### config.mk
export PLATFORM = sky130hd
export DESIGN_NAME = ampl_detector_win_flat
export DESIGN_NICKNAME = d
export VERILOG_FILES = /design/src/rtl/ampl_det_pkg.sv /design/src/rtl/ampl_detector_win_if.sv /design/src/rtl/ampl_detector_win_mag_est.sv /design/src/rtl/ampl_detector_win.sv /design/src/flat_wrapper.sv
export SDC_FILE = /design/constraint.sdc
export NUM_CORES = 2
export LEC_CHECK = 0
export CAP_MARGIN = 0
export CORE_ASPECT_RATIO = 0.8
export CORE_MARGIN = 8
export CORE_UTILIZATION = 40
export CTS_CLUSTER_SIZE = 25
export DETAILED_ROUTE_END_ITERATION = 8
export PLACE_DENSITY_LB_ADDON = 0.3
export SETUP_SLACK_MARGIN = 0.1
export SYNTH_ARGS = -nofsm -noshare
export SYNTH_HDL_FRONTEND = slang
export SYNTH_SLANG_ARGS = --single-unit
### constraint.sdc
create_clock -name clk -period 8.11 [get_ports clk]
set_input_delay 1.622 -clock clk [delete_from_list [all_inputs] [get_ports clk]]
set_output_delay 1.622 -clock clk [all_outputs]
set_load 0.01 [all_outputs]
### src/rtl/ampl_det_pkg.sv
// Shared definitions for the sliding-window amplitude detector: FSM encoding
// and width helpers used by the top and its magnitude sub-block.
package ampl_det_pkg;

    typedef enum logic [2:0] {
        ST_IDLE   = 3'd0,
        ST_SEARCH = 3'd1,
        ST_ACQ    = 3'd2,
        ST_LOCK   = 3'd3,
        ST_HANG   = 3'd4
    } state_t;

    // Coefficients are unsigned fixed point with two integer bits.
    function automatic int frac_bits(input int cw);
        return cw - 2;
    endfunction

    // Thresholds carry two guard bits above the sample width before clamping.
    function automatic int thr_width(input int w);
        return w + 2;
    endfunction

endpackage

### src/rtl/ampl_detector_win_if.sv
// Sample stream into the detector. in_valid is a plain strobe with no
// back-pressure: every cycle with in_valid high delivers one I/Q pair.
interface ampl_detector_win_if #(parameter int W = 16) ();
    logic                in_valid;
    logic signed [W-1:0] sig_i;
    logic signed [W-1:0] sig_q;

    modport master (output in_valid, sig_i, sig_q);
    modport slave  (input  in_valid, sig_i, sig_q);
endinterface

### src/rtl/ampl_detector_win_mag_est.sv
// Two-stage I/Q magnitude estimate: saturating abs, then max + min/2.
// restart drops any samples still in flight.
module mag_est #(
    parameter int W = 16
) (
    input  logic                clk,
    input  logic                reset_b,
    input  logic                restart,
    input  logic                in_valid,
    input  logic signed [W-1:0] sig_i,
    input  logic signed [W-1:0] sig_q,
    output logic [W-1:0]        mag,
    output logic                mag_valid
);

    function automatic logic [W-1:0] abs_sat(input logic signed [W-1:0] x);
        if (x == {1'b1, {(W-1){1'b0}}})
            return {1'b0, {(W-1){1'b1}}};
        else if (x[W-1])
            return -x;
        else
            return x;
    endfunction

    logic [W-1:0] abs_i_q, abs_q_q;
    logic         v1_q;
    logic [W-1:0] mx, mn;

    assign mx = (abs_i_q >= abs_q_q) ? abs_i_q : abs_q_q;
    assign mn = (abs_i_q >= abs_q_q) ? abs_q_q : abs_i_q;

    always_ff @(posedge clk) begin
        if (!reset_b) begin
            abs_i_q   <= '0;
            abs_q_q   <= '0;
            v1_q      <= 1'b0;
            mag       <= '0;
            mag_valid <= 1'b0;
        end else if (restart) begin
            v1_q      <= 1'b0;
            mag_valid <= 1'b0;
        end else begin
            v1_q      <= in_valid;
            mag_valid <= v1_q;
            if (in_valid) begin
                abs_i_q <= abs_sat(sig_i);
                abs_q_q <= abs_sat(sig_q);
            end
            // Both inputs are at most 2^(W-1)-1, so the sum fits in W bits.
            if (v1_q)
                mag <= mx + (mn >> 1);
        end
    end

endmodule

### src/rtl/ampl_detector_win.sv
// Sliding-window mean magnitude with scaled decision thresholds and a
// hysteresis carrier-detect FSM (confirm and hang timers).
module ampl_detector_win
    import ampl_det_pkg::*;
#(
    parameter int W       = 16,
    parameter int LOG2N   = 6,
    parameter int CW      = 20,
    parameter int CONFIRM = 4,
    parameter int HOLD    = 64
) (
    input  logic                clk,
    input  logic                reset_b,
    input  logic                restart,
    ampl_detector_win_if.slave  smp,
    input  logic [W+1:0]        thresh_noise,
    input  logic [CW-1:0]       thresh_coeff,
    input  logic [W-1:0]        squelch_hi,
    input  logic [W-1:0]        squelch_lo,
    output logic [W-1:0]        ampl_out,
    output logic                ampl_valid,
    output logic [W+1:0]        thresh,
    output logic [W+1:0]        thresh_8psk,
    output logic                carrier,
    output logic [2:0]          state
);

    localparam int FRAC    = frac_bits(CW);
    localparam int TW      = thr_width(W);
    localparam int N       = 1 << LOG2N;
    localparam int ACCW    = W + LOG2N;
    localparam int CNT_MAX = (HOLD > CONFIRM) ? HOLD : CONFIRM;
    localparam int CNTW    = $clog2(CNT_MAX + 1);
    localparam logic [CW-1:0] COEFF_ONE = CW'(1) << FRAC;

    logic [W-1:0] mag;
    logic         mag_valid;

    mag_est #(.W(W)) u_mag_est (
        .clk       (clk),
        .reset_b   (reset_b),
        .restart   (restart),
        .in_valid  (smp.in_valid),
        .sig_i     (smp.sig_i),
        .sig_q     (smp.sig_q),
        .mag       (mag),
        .mag_valid (mag_valid)
    );

    // Window: circular delay line plus running sum.
    logic [W-1:0]     line_q [N];
    logic [LOG2N-1:0] wr_ptr_q;
    logic [LOG2N:0]   fill_q;
    logic [ACCW-1:0]  acc_q, acc_next;
    logic             full, full_next, upd;
    logic [W-1:0]     mag_del, mean_next;

    assign upd       = mag_valid && !restart;
    assign full      = (fill_q == (LOG2N+1)'(N));
    assign full_next = full || (fill_q == (LOG2N+1)'(N - 1));
    assign mag_del   = line_q[wr_ptr_q];
    assign acc_next  = acc_q + ACCW'(mag) - (full ? ACCW'(mag_del) : '0);
    assign mean_next = acc_next[ACCW-1:LOG2N];
    assign ampl_out  = acc_q[ACCW-1:LOG2N];

    // Stale contents are never read before being overwritten, so no clear.
    always_ff @(posedge clk) begin
        if (upd)
            line_q[wr_ptr_q] <= mag;
    end

    always_ff @(posedge clk) begin
        if (!reset_b || restart) begin
            acc_q      <= '0;
            fill_q     <= '0;
            wr_ptr_q   <= '0;
            ampl_valid <= 1'b0;
        end else if (upd) begin
            acc_q      <= acc_next;
            wr_ptr_q   <= wr_ptr_q + LOG2N'(1);
            ampl_valid <= full_next;
            if (!full)
                fill_q <= fill_q + (LOG2N+1)'(1);
        end
    end

    // Thresholds: registered config, product, then saturating add.
    logic [CW-1:0]   coeff_r;
    logic [TW-1:0]   noise_r, base;
    logic [W+CW-1:0] prod_q;

    function automatic logic [TW-1:0] sat_add(input logic [TW-1:0] a, input logic [TW-1:0] b);
        logic [TW:0] s;
        s = {1'b0, a} + {1'b0, b};
        return s[TW] ? '1 : s[TW-1:0];
    endfunction

    assign base = prod_q[FRAC +: TW];

    always_ff @(posedge clk) begin
        if (!reset_b) begin
            noise_r     <= '0;
            coeff_r     <= COEFF_ONE;
            prod_q      <= '0;
            thresh      <= '0;
            thresh_8psk <= '0;
        end else begin
            noise_r     <= thresh_noise;
            coeff_r     <= thresh_coeff;
            prod_q      <= {{CW{1'b0}}, ampl_out} * {{W{1'b0}}, coeff_r};
            thresh      <= sat_add(base, noise_r);
            thresh_8psk <= sat_add(base, noise_r >> 3);
        end
    end

    // Carrier-detect FSM, stepped only when a new mean is produced.
    state_t          state_q, state_d;
    logic [CNTW-1:0] cnt_q, cnt_d, cnt_inc;
    logic            above_hi, below_lo;

    assign above_hi = (mean_next >= squelch_hi);
    assign below_lo = (mean_next <  squelch_lo);
    assign cnt_inc  = cnt_q + CNTW'(1);

    always_ff @(posedge clk) begin
        if (!reset_b || restart) begin
            state_q <= ST_IDLE;
            cnt_q   <= '0;
        end else begin
            state_q <= state_d;
            cnt_q   <= cnt_d;
        end
    end

    always_comb begin
        state_d = state_q;
        cnt_d   = cnt_q;
        if (upd) begin
            case (state_q)
                ST_IDLE: begin
                    if (full_next) begin
                        state_d = ST_SEARCH;
                        cnt_d   = '0;
                    end
                end
                ST_SEARCH: begin
                    if (above_hi) begin
                        if (CONFIRM == 1) begin
                            state_d = ST_LOCK;
                            cnt_d   = '0;
                        end else begin
                            state_d = ST_ACQ;
                            cnt_d   = CNTW'(1);
                        end
                    end
                end
                ST_ACQ: begin
                    if (!above_hi) begin
                        state_d = ST_SEARCH;
                        cnt_d   = '0;
                    end else if (cnt_inc == CNTW'(CONFIRM)) begin
                        state_d = ST_LOCK;
                        cnt_d   = '0;
                    end else begin
                        cnt_d   = cnt_inc;
                    end
                end
                ST_LOCK: begin
                    if (below_lo) begin
                        state_d = ST_HANG;
                        cnt_d   = '0;
                    end
                end
                ST_HANG: begin
                    // Means between lo and hi keep the hang timer running.
                    if (above_hi) begin
                        state_d = ST_LOCK;
                        cnt_d   = '0;
                    end else if (cnt_inc == CNTW'(HOLD)) begin
                        state_d = ST_SEARCH;
                        cnt_d   = '0;
                    end else begin
                        cnt_d   = cnt_inc;
                    end
                end
                default: begin
                    state_d = ST_IDLE;
                    cnt_d   = '0;
                end
            endcase
        end
    end

    always_comb begin
        carrier = (state_q == ST_LOCK) || (state_q == ST_HANG);
        state   = state_q;
    end

endmodule

### src/flat_wrapper.sv
// flat-port wrapper written by rule: the top's interface ports become plain ports
module ampl_detector_win_flat import ampl_det_pkg::*;
#(
    parameter int W       = 16,
    parameter int LOG2N   = 6,
    parameter int CW      = 20,
    parameter int CONFIRM = 4,
    parameter int HOLD    = 64
)
  (clk, reset_b, restart, thresh_noise, thresh_coeff, squelch_hi, squelch_lo, ampl_out, ampl_valid, thresh, thresh_8psk, carrier, state, smp_in_valid, smp_sig_i, smp_sig_q);
  ampl_detector_win_if #(.W(W)) smp_i ();
  input  logic clk;
  input  logic reset_b;
  input  logic restart;
  input  logic [W+1:0] thresh_noise;
  input  logic [CW-1:0] thresh_coeff;
  input  logic [W-1:0] squelch_hi;
  input  logic [W-1:0] squelch_lo;
  output logic [W-1:0] ampl_out;
  output logic ampl_valid;
  output logic [W+1:0] thresh;
  output logic [W+1:0] thresh_8psk;
  output logic carrier;
  output logic [2:0] state;
  input wire logic [$bits(smp_i.in_valid)-1:0] smp_in_valid;
  input wire logic [$bits(smp_i.sig_i)-1:0] smp_sig_i;
  input wire logic [$bits(smp_i.sig_q)-1:0] smp_sig_q;
  assign smp_i.in_valid = smp_in_valid;
  assign smp_i.sig_i = smp_sig_i;
  assign smp_i.sig_q = smp_sig_q;
  ampl_detector_win #(.W(W), .LOG2N(LOG2N), .CW(CW), .CONFIRM(CONFIRM), .HOLD(HOLD)) u_core (.clk(clk), .reset_b(reset_b), .restart(restart), .smp(smp_i), .thresh_noise(thresh_noise), .thresh_coeff(thresh_coeff), .squelch_hi(squelch_hi), .squelch_lo(squelch_lo), .ampl_out(ampl_out), .ampl_valid(ampl_valid), .thresh(thresh), .thresh_8psk(thresh_8psk), .carrier(carrier), .state(state));
endmodule
### Word-level counts from Yosys, hierarchy flattened

Memory sizes are Yosys's and may differ from the RTL's. A register that Yosys moved wholly into a read port is not among the register bits.
Cells that the tools add are included.

* register bits: 206
* bits in writable memories: 1024
* word-level logic and storage cells: 91
* memories kept: 1

Memories
* u_core.line_q: depth 64, bits a word 16, rd ports 1, clocked after memory_dff 1, write ports 1, line ampl_detector_win.sv:51 `logic [W-1:0] line_q [N];`

* $add $sub $neg: 10
* $mul: 1
* order comparisons: 3
* equal/unequal tests: 15
* mux-type cells: 29
* bitwise gates (word level): 3
* reduce and logical (&&, ||, !) cells: 13

Operators with widths (number)
* 2-to-1 mux 16 bit: 7
* 2-to-1 mux 7 bit: 7
* multiplier 16 x 20 -> 36 bit: 1
* 2-to-1 mux 18 bit: 2
* one-hot mux 7 bit (5 select lines): 1
* equality test 16 bit, second input constant: 2
* >= comparator 16 bit: 2
* negation 16 bit: 2
* adder 22 x 16 -> 22 bit: 1
* subtractor 22 bit: 1
* 2-to-1 mux 3 bit: 7
* adder 18 x 15 -> 19 bit: 1
* adder 18 x 18 -> 19 bit: 1
* adder 16 x 15 -> 16 bit: 1
* less-than comparator 16 bit: 1
* one-hot mux 3 bit (5 select lines): 1
* adder 7 x 1 -> 7 bit, second input constant: 2
* equality test 7 bit, second input constant: 2
* 2-to-1 mux 6 bit: 2
* equality test 7 x 3 -> 1 bit, second input constant: 1
* equality test 7 x 6 -> 1 bit, second input constant: 1
* adder 6 x 1 -> 6 bit, second input constant: 1
* equality test 3 x 2 -> 1 bit, second input constant: 2
* != test 2 x 1 -> 1 bit, second input constant: 3
* 14 further kinds: 22

### Longest topological paths before layout

* depth in word-level cells: 6
* mapped depth: 30

### Modules after synthesis

A second synthesis with hierarchy kept.

* cell total of the unflattened synthesis: 4112
* area total of the unflattened synthesis: 61126.1 um2

By module, submodules not included
* ampl_detector_win: instances 1, cells an instance 3633, area an instance 57388.8 um2, seq. area each 33632.3 um2
* mag_est: instances 1, cells an instance 479, area an instance 3737.3 um2, seq. area each 1001.0 um2

### Worst setup path after synthesis

OpenSTA, ideal clock, no wires.

* kind: register to register
* start point: register (tool-made name)
* end point: register u_core.cnt_q[2]
* data arrival time: 6.961 ns
* data required time: 7.995 ns
* slack: 1.034 ns
* cell stages (with the launch flop): 26
* clock period less this slack: 7.076 ns
* cells stage by stage: dfxtp_1 > clkbuf_1 > clkbuf_1 > mux4_2 > mux4_2 > mux4_2 > nor2b_1 > ha_1 > inv_1 > ha_1 > fa_1 > a21o_1 > a21o_1 > a21boi_0 > o311ai_0 > a41o_1 > a31oi_1 > xnor2_1 > ha_1 > a2111o_1 > o21ai_1 > o21bai_1 > a211oi_2 > buf_4 > nor4b_1 > o21a_1

RTL lines
* end signal, assigned: line ampl_detector_win.sv:131 `cnt_q <= cnt_d;`
* end, declared: line ampl_detector_win.sv:118 `logic [CNTW-1:0] cnt_q, cnt_d, cnt_inc;`

==> impl_metrics.yaml <==
global_route:
  grt_max_degree: 83
  track_usage_pct: 18.73
  grt_pass1_wl_um: 232500
  overflow: 0
  grt_pass1_vias: 35420
  grt_antenna_before_repair: 8
logic_synthesis:
  synth-xor-area-share_pct: 1.408
  syn_nets: 4689
  synth_cell_type_count: 73
  synth_cells: 4087
  synth_compound_area_share_pct: 4.411
  synth-edff-count: 1024
  avgSynthCellArea_um2: 14.92
  synth_top_family_by_area: "adder cells"
  ys_async_sr_fraction_pct: 0
  synthMuxAreaShare_pct: 13.17
  synthesis.area_um2: 60980
  synth_flop_cell: "edfxtp_1"
  yosysWarnings: 0
  synthSimpleGateAreaFrac_pct: 6.666
  synth-adder-area-share_pct: 13.48
  ys_ff_latch: 1218
  ys_seq_area_share_pct: 56.79
power:
  ir_worst_vdd_mv: 0.1757
  cellLeakagePower_nw: 23.97
  powerDensity_nw_per_um2: 189.0
worst_setup_path:
  cpLargestDelayFamily: "compound AO/OA/AOI/OAI gates"
  startpoint_type: "register"
  max_stage_delay_ns: 0.54
  r2r_cells: 22
  slowest_stage: "mux4_2"
  r2r_slack_ns: 0.46
  cp.required_ns: 8.76
  end_kind: "register"
  r2r_end: "u_core.state[1]"
  cp.depth: 22
  cp_cell_sequence: "buf_12 -> buf_4 -> mux4_2 -> mux4_2 -> mux4_2 -> nor2b_1 -> fa_1 -> inv_1 -> ha_1 -> a21o_1 -> a21o_1 -> a21boi_0 -> o311ai_0 -> a41o_1 -> a31oi_1 -> xnor2_1 -> ha_1 -> a2111o_1 -> o21ai_2 -> mux2_2 -> or4_1 -> a31oi_1"
  arrival_ns: 8.30
  critPathCapture: "u_core.state[1]"
  cp_common_cell: "mux4_2"
  crit_fanout: 11
  path_class: "register to register"
  crit_buf_inv: 3
clock_tree:
  ctsLongestPathBuffers: 3
  cts_buffers: 115
  clk_latency_ns: 0.74
  root_buffer: "clkbuf_16"
  h-tree-depth: 3
  path_clk_slew_ns: 0.06
  cts_setup_buffers: 0
  tritoncts: "built"
  cts_num_sinks: 1218
timing:
  finalSetupViolCount: 0
  slew_headroom_pct: 17.60
  tns_ns: 0
  slew_violations: 0
  period_needed_ns: 7.649
  fin_skew_ns: 0.04824
  timing.fmax_mhz: 130.7
  rsz0062_at_grt: "false"
  timing.final.crit_share_pct: 94.32
  tightest_slew_ns: 1.236
  fin_ws_ns: 0.4609
  finalHoldViolCount: 0
die:
  die_x_um: 452.5
  pin_count: 163
  rows: 128
  core_region_area_um2: 151800
  initial_core_util_pct: 40.17
  die_h_um: 365.2
  die-area_um2: 165300
layout:
  multi_input_area_um2: 23900
  regArea_um2: 34670
  layout.nets: 4945
  area_delta_synth_final_pct: 14.28
  fill_cells: 13180
  layout-drive-gt1-share_pct: 17.02
drt:
  route.detailed.drc: 0
  firstDrtPassIters: 6
  via_per_inst: 5.443
  wl_per_cell_um: 24.32
  drt-initial-drc-count: 3516
  vias: 35170
  wl_um: 157100
  final_antenna_net_count: 0
hold_path:
  hold_class: "register to register"
  hold-path-cell-count: 2
placement:
  gp_congestion: 0.8669
  hpwlAfterDp_um: 104900
  place_ws_ns: 0.3602
  portBuffers: 162
outcome:
  status: "finished clean"
run:
  drv_cap: 0
power by group:
part           internal, mW  total [mW]  leakage [nW]  switching, mW
Sequential             6.76        6.82          10.7         0.0558
Combinational         0.375       0.890          11.5          0.515
Clock                  3.06        5.46          1.81           2.40
Total                  10.2        13.2          24.0           2.98
final cells by class:
cell class,instances,area share [%]
Sequential cell,1218,49.75
Inverter,426,2.295
Antenna cell,6,0.02154
Clock inverter,80,1.217
Tap cell,2015,3.618
Multi-Input combinational cell,2235,34.29
Clock buffer,135,4.268
Timing Repair Buffer,347,4.544
stage by stage:
stage / instance area (µm²) / hold WS [ns] / utilization (%) / cells / power, mW
finish: 69690 / 0.4736 / 45.90 / 6462 / 13.17
global route: 69670 / 0.5193 / 45.89 / 6456 / 13.62
CTS: 69660 / 0.4779 / 45.88 / 6456 / 13.27
detailed placement: 65840 / 0.4696 / 43.36 / 6241 / 7.838
global placement: 65840 / 0.4596 / 43.36 / 6241 / 7.829
floorplan: 60980 / 0.4415 / - / 4087 / 7.505
flip-flops by register name (all words and copies together), names as in the netlist, 3 cells and up, named ones only:
| register | flops |
|---|---|
| u_core.line_q | 1024 |
| u_core.acc_q | 22 |
| u_core.coeff_r | 20 |
| u_core.noise_r | 18 |
| u_core.prod_q | 18 |
| u_core.thresh | 18 |
| u_core.thresh_8psk | 18 |
| u_core.u_mag_est.abs_i_q | 16 |
| u_core.u_mag_est.abs_q_q | 16 |
| u_core.u_mag_est.mag | 16 |
| u_core.cnt_q | 7 |
| u_core.fill_q | 7 |
| u_core.wr_ptr_q | 6 |
| u_core.state | 3 |
layer usage:
layer  up-vias  share of wire, %  global-route usage [%]
met4         2               2.3                   4.374
met1     18280                44                   26.94
met3       206               9.2                   5.192
met5         -            0.0083                       0
li1      15460                 -                       -
met2      1222                45                   28.46
how the worst min path moves through the flow:
stage / startpoint / endpoint / slack [ns]
floorplan: u_core.u_mag_est.abs_q_q[14] / u_core.u_mag_est.abs_q_q[14] / 0.44
global placement: u_core.cnt_q[1] / u_core.cnt_q[1] / 0.46
detailed placement: u_core.u_mag_est.abs_q_q[14] / u_core.u_mag_est.abs_q_q[14] / 0.47
CTS: u_core.u_mag_est.abs_q_q[14] / u_core.u_mag_est.abs_q_q[14] / 0.48
global route: u_core.u_mag_est.abs_q_q[14] / u_core.u_mag_est.abs_q_q[14] / 0.52
finish: u_core.u_mag_est.abs_q_q[14] / u_core.u_mag_est.abs_q_q[14] / 0.47
kinds of logic (layout without fill, tap and decap cells):
logic type | after synthesis | in the layout
mux | 380 | 380
flops | 1218 | 1218
buf+inv | 634 | 988
simple gates | 847 | 847
fa+ha+maj | 496 | 496
xor+xnor | 98 | 98
other cells | 0 | 6
compound gates | 414 | 414
worst reg2reg max path, cell delays in order, from the launching register on:
cell,delay [ns]
dfxtp_4,0.47
buf_12,0.21
buf_4,0.21
mux4_2,0.52
mux4_2,0.54
mux4_2,0.49
nor2b_1,0.16
fa_1,0.49
inv_1,0.04
ha_1,0.32
a21o_1,0.23
a21o_1,0.23
a21boi_0,0.50
o311ai_0,0.33
a41o_1,0.36
a31oi_1,0.21
xnor2_1,0.21
ha_1,0.30
a2111o_1,0.44
o21ai_2,0.33
mux2_2,0.45
or4_1,0.41
a31oi_1,0.16
cells in the mapped netlist (4+ instances only):
library cell     n  area [µm²]
edfxtp_1      1024       30750
inv_1          426        1599
mux4_2         336        7567
nand2_1        311        1167
fa_1           268        5365
ha_1           228        2853
dfxtp_1        194        3884
nor2_1         178       668.1
and2_1         148       925.9
clkbuf_1       145       544.3
a21oi_1        114       570.6
o21ai_0         81       405.4
xor2_1          54       473.0
xnor2_1         44       385.4
a21o_1          42       315.3
o21a_1          38       285.3
nor3_1          36       180.2
nor2b_1         33       206.5
buf_2           28       140.1
nand3_1         28       140.1
mux2i_1         26       260.3
nand2b_1        20       125.1
a211oi_1        19       142.6
a31oi_1         18       112.6
mux2_2          18       202.7
nand4_1         18       112.6
buf_1           17       63.81
buf_4           17       127.6
a221oi_1        16       140.1
o31ai_1         14       105.1
and3_1          11       68.82
or2_2           11       68.82
o211ai_1        10       75.07
nand3b_1         8       60.06
nor4_1           8       50.05
or3_1            8       50.05
nor3b_1          6       45.04
o21ai_1          6       30.03
o41ai_1          6       52.55
nand4b_1         5       43.79
o21bai_1         5       37.54
or4_1            5       37.54
a2111o_1         4       45.04
repair_timing:
| action | in CTS | in global routing |
|---|---|---|
| gates resized for setup | 0 | 4 |
| hold buffers | 0 | 0 |
| endpoints found under the hold margin | 0 | 0 |
| endpoints found under the setup margin | 0 | 10 |
cell usage in the layout, fill, tap and decap left out, drive strengths merged, types with 10 or more instances in the layout:
cell type      instances
clkdlybuf4s50        161
or2                   12
xnor2                 44
a221oi                16
inv                  434
nor3                  36
nand2b                20
fa                   268
bufinv                13
and3                  11
a31oi                 18
dfxtp                194
a21oi                114
and2                 148
clkinv                47
edfxtp              1024
o31ai                 14
mux2                  18
a211oi                20
xor2                  54
nand3                 28
o21a                  38
o211ai                10
clkbuf               135
a21o                  42
nor2b                 33
ha                   228
mux2i                 26
nor2                 178
mux4                 336
nand4                 18
buf                  186
nand2                311
clkinvlp              12
o21ai                 87
Power figures use the tool's default switching activity.
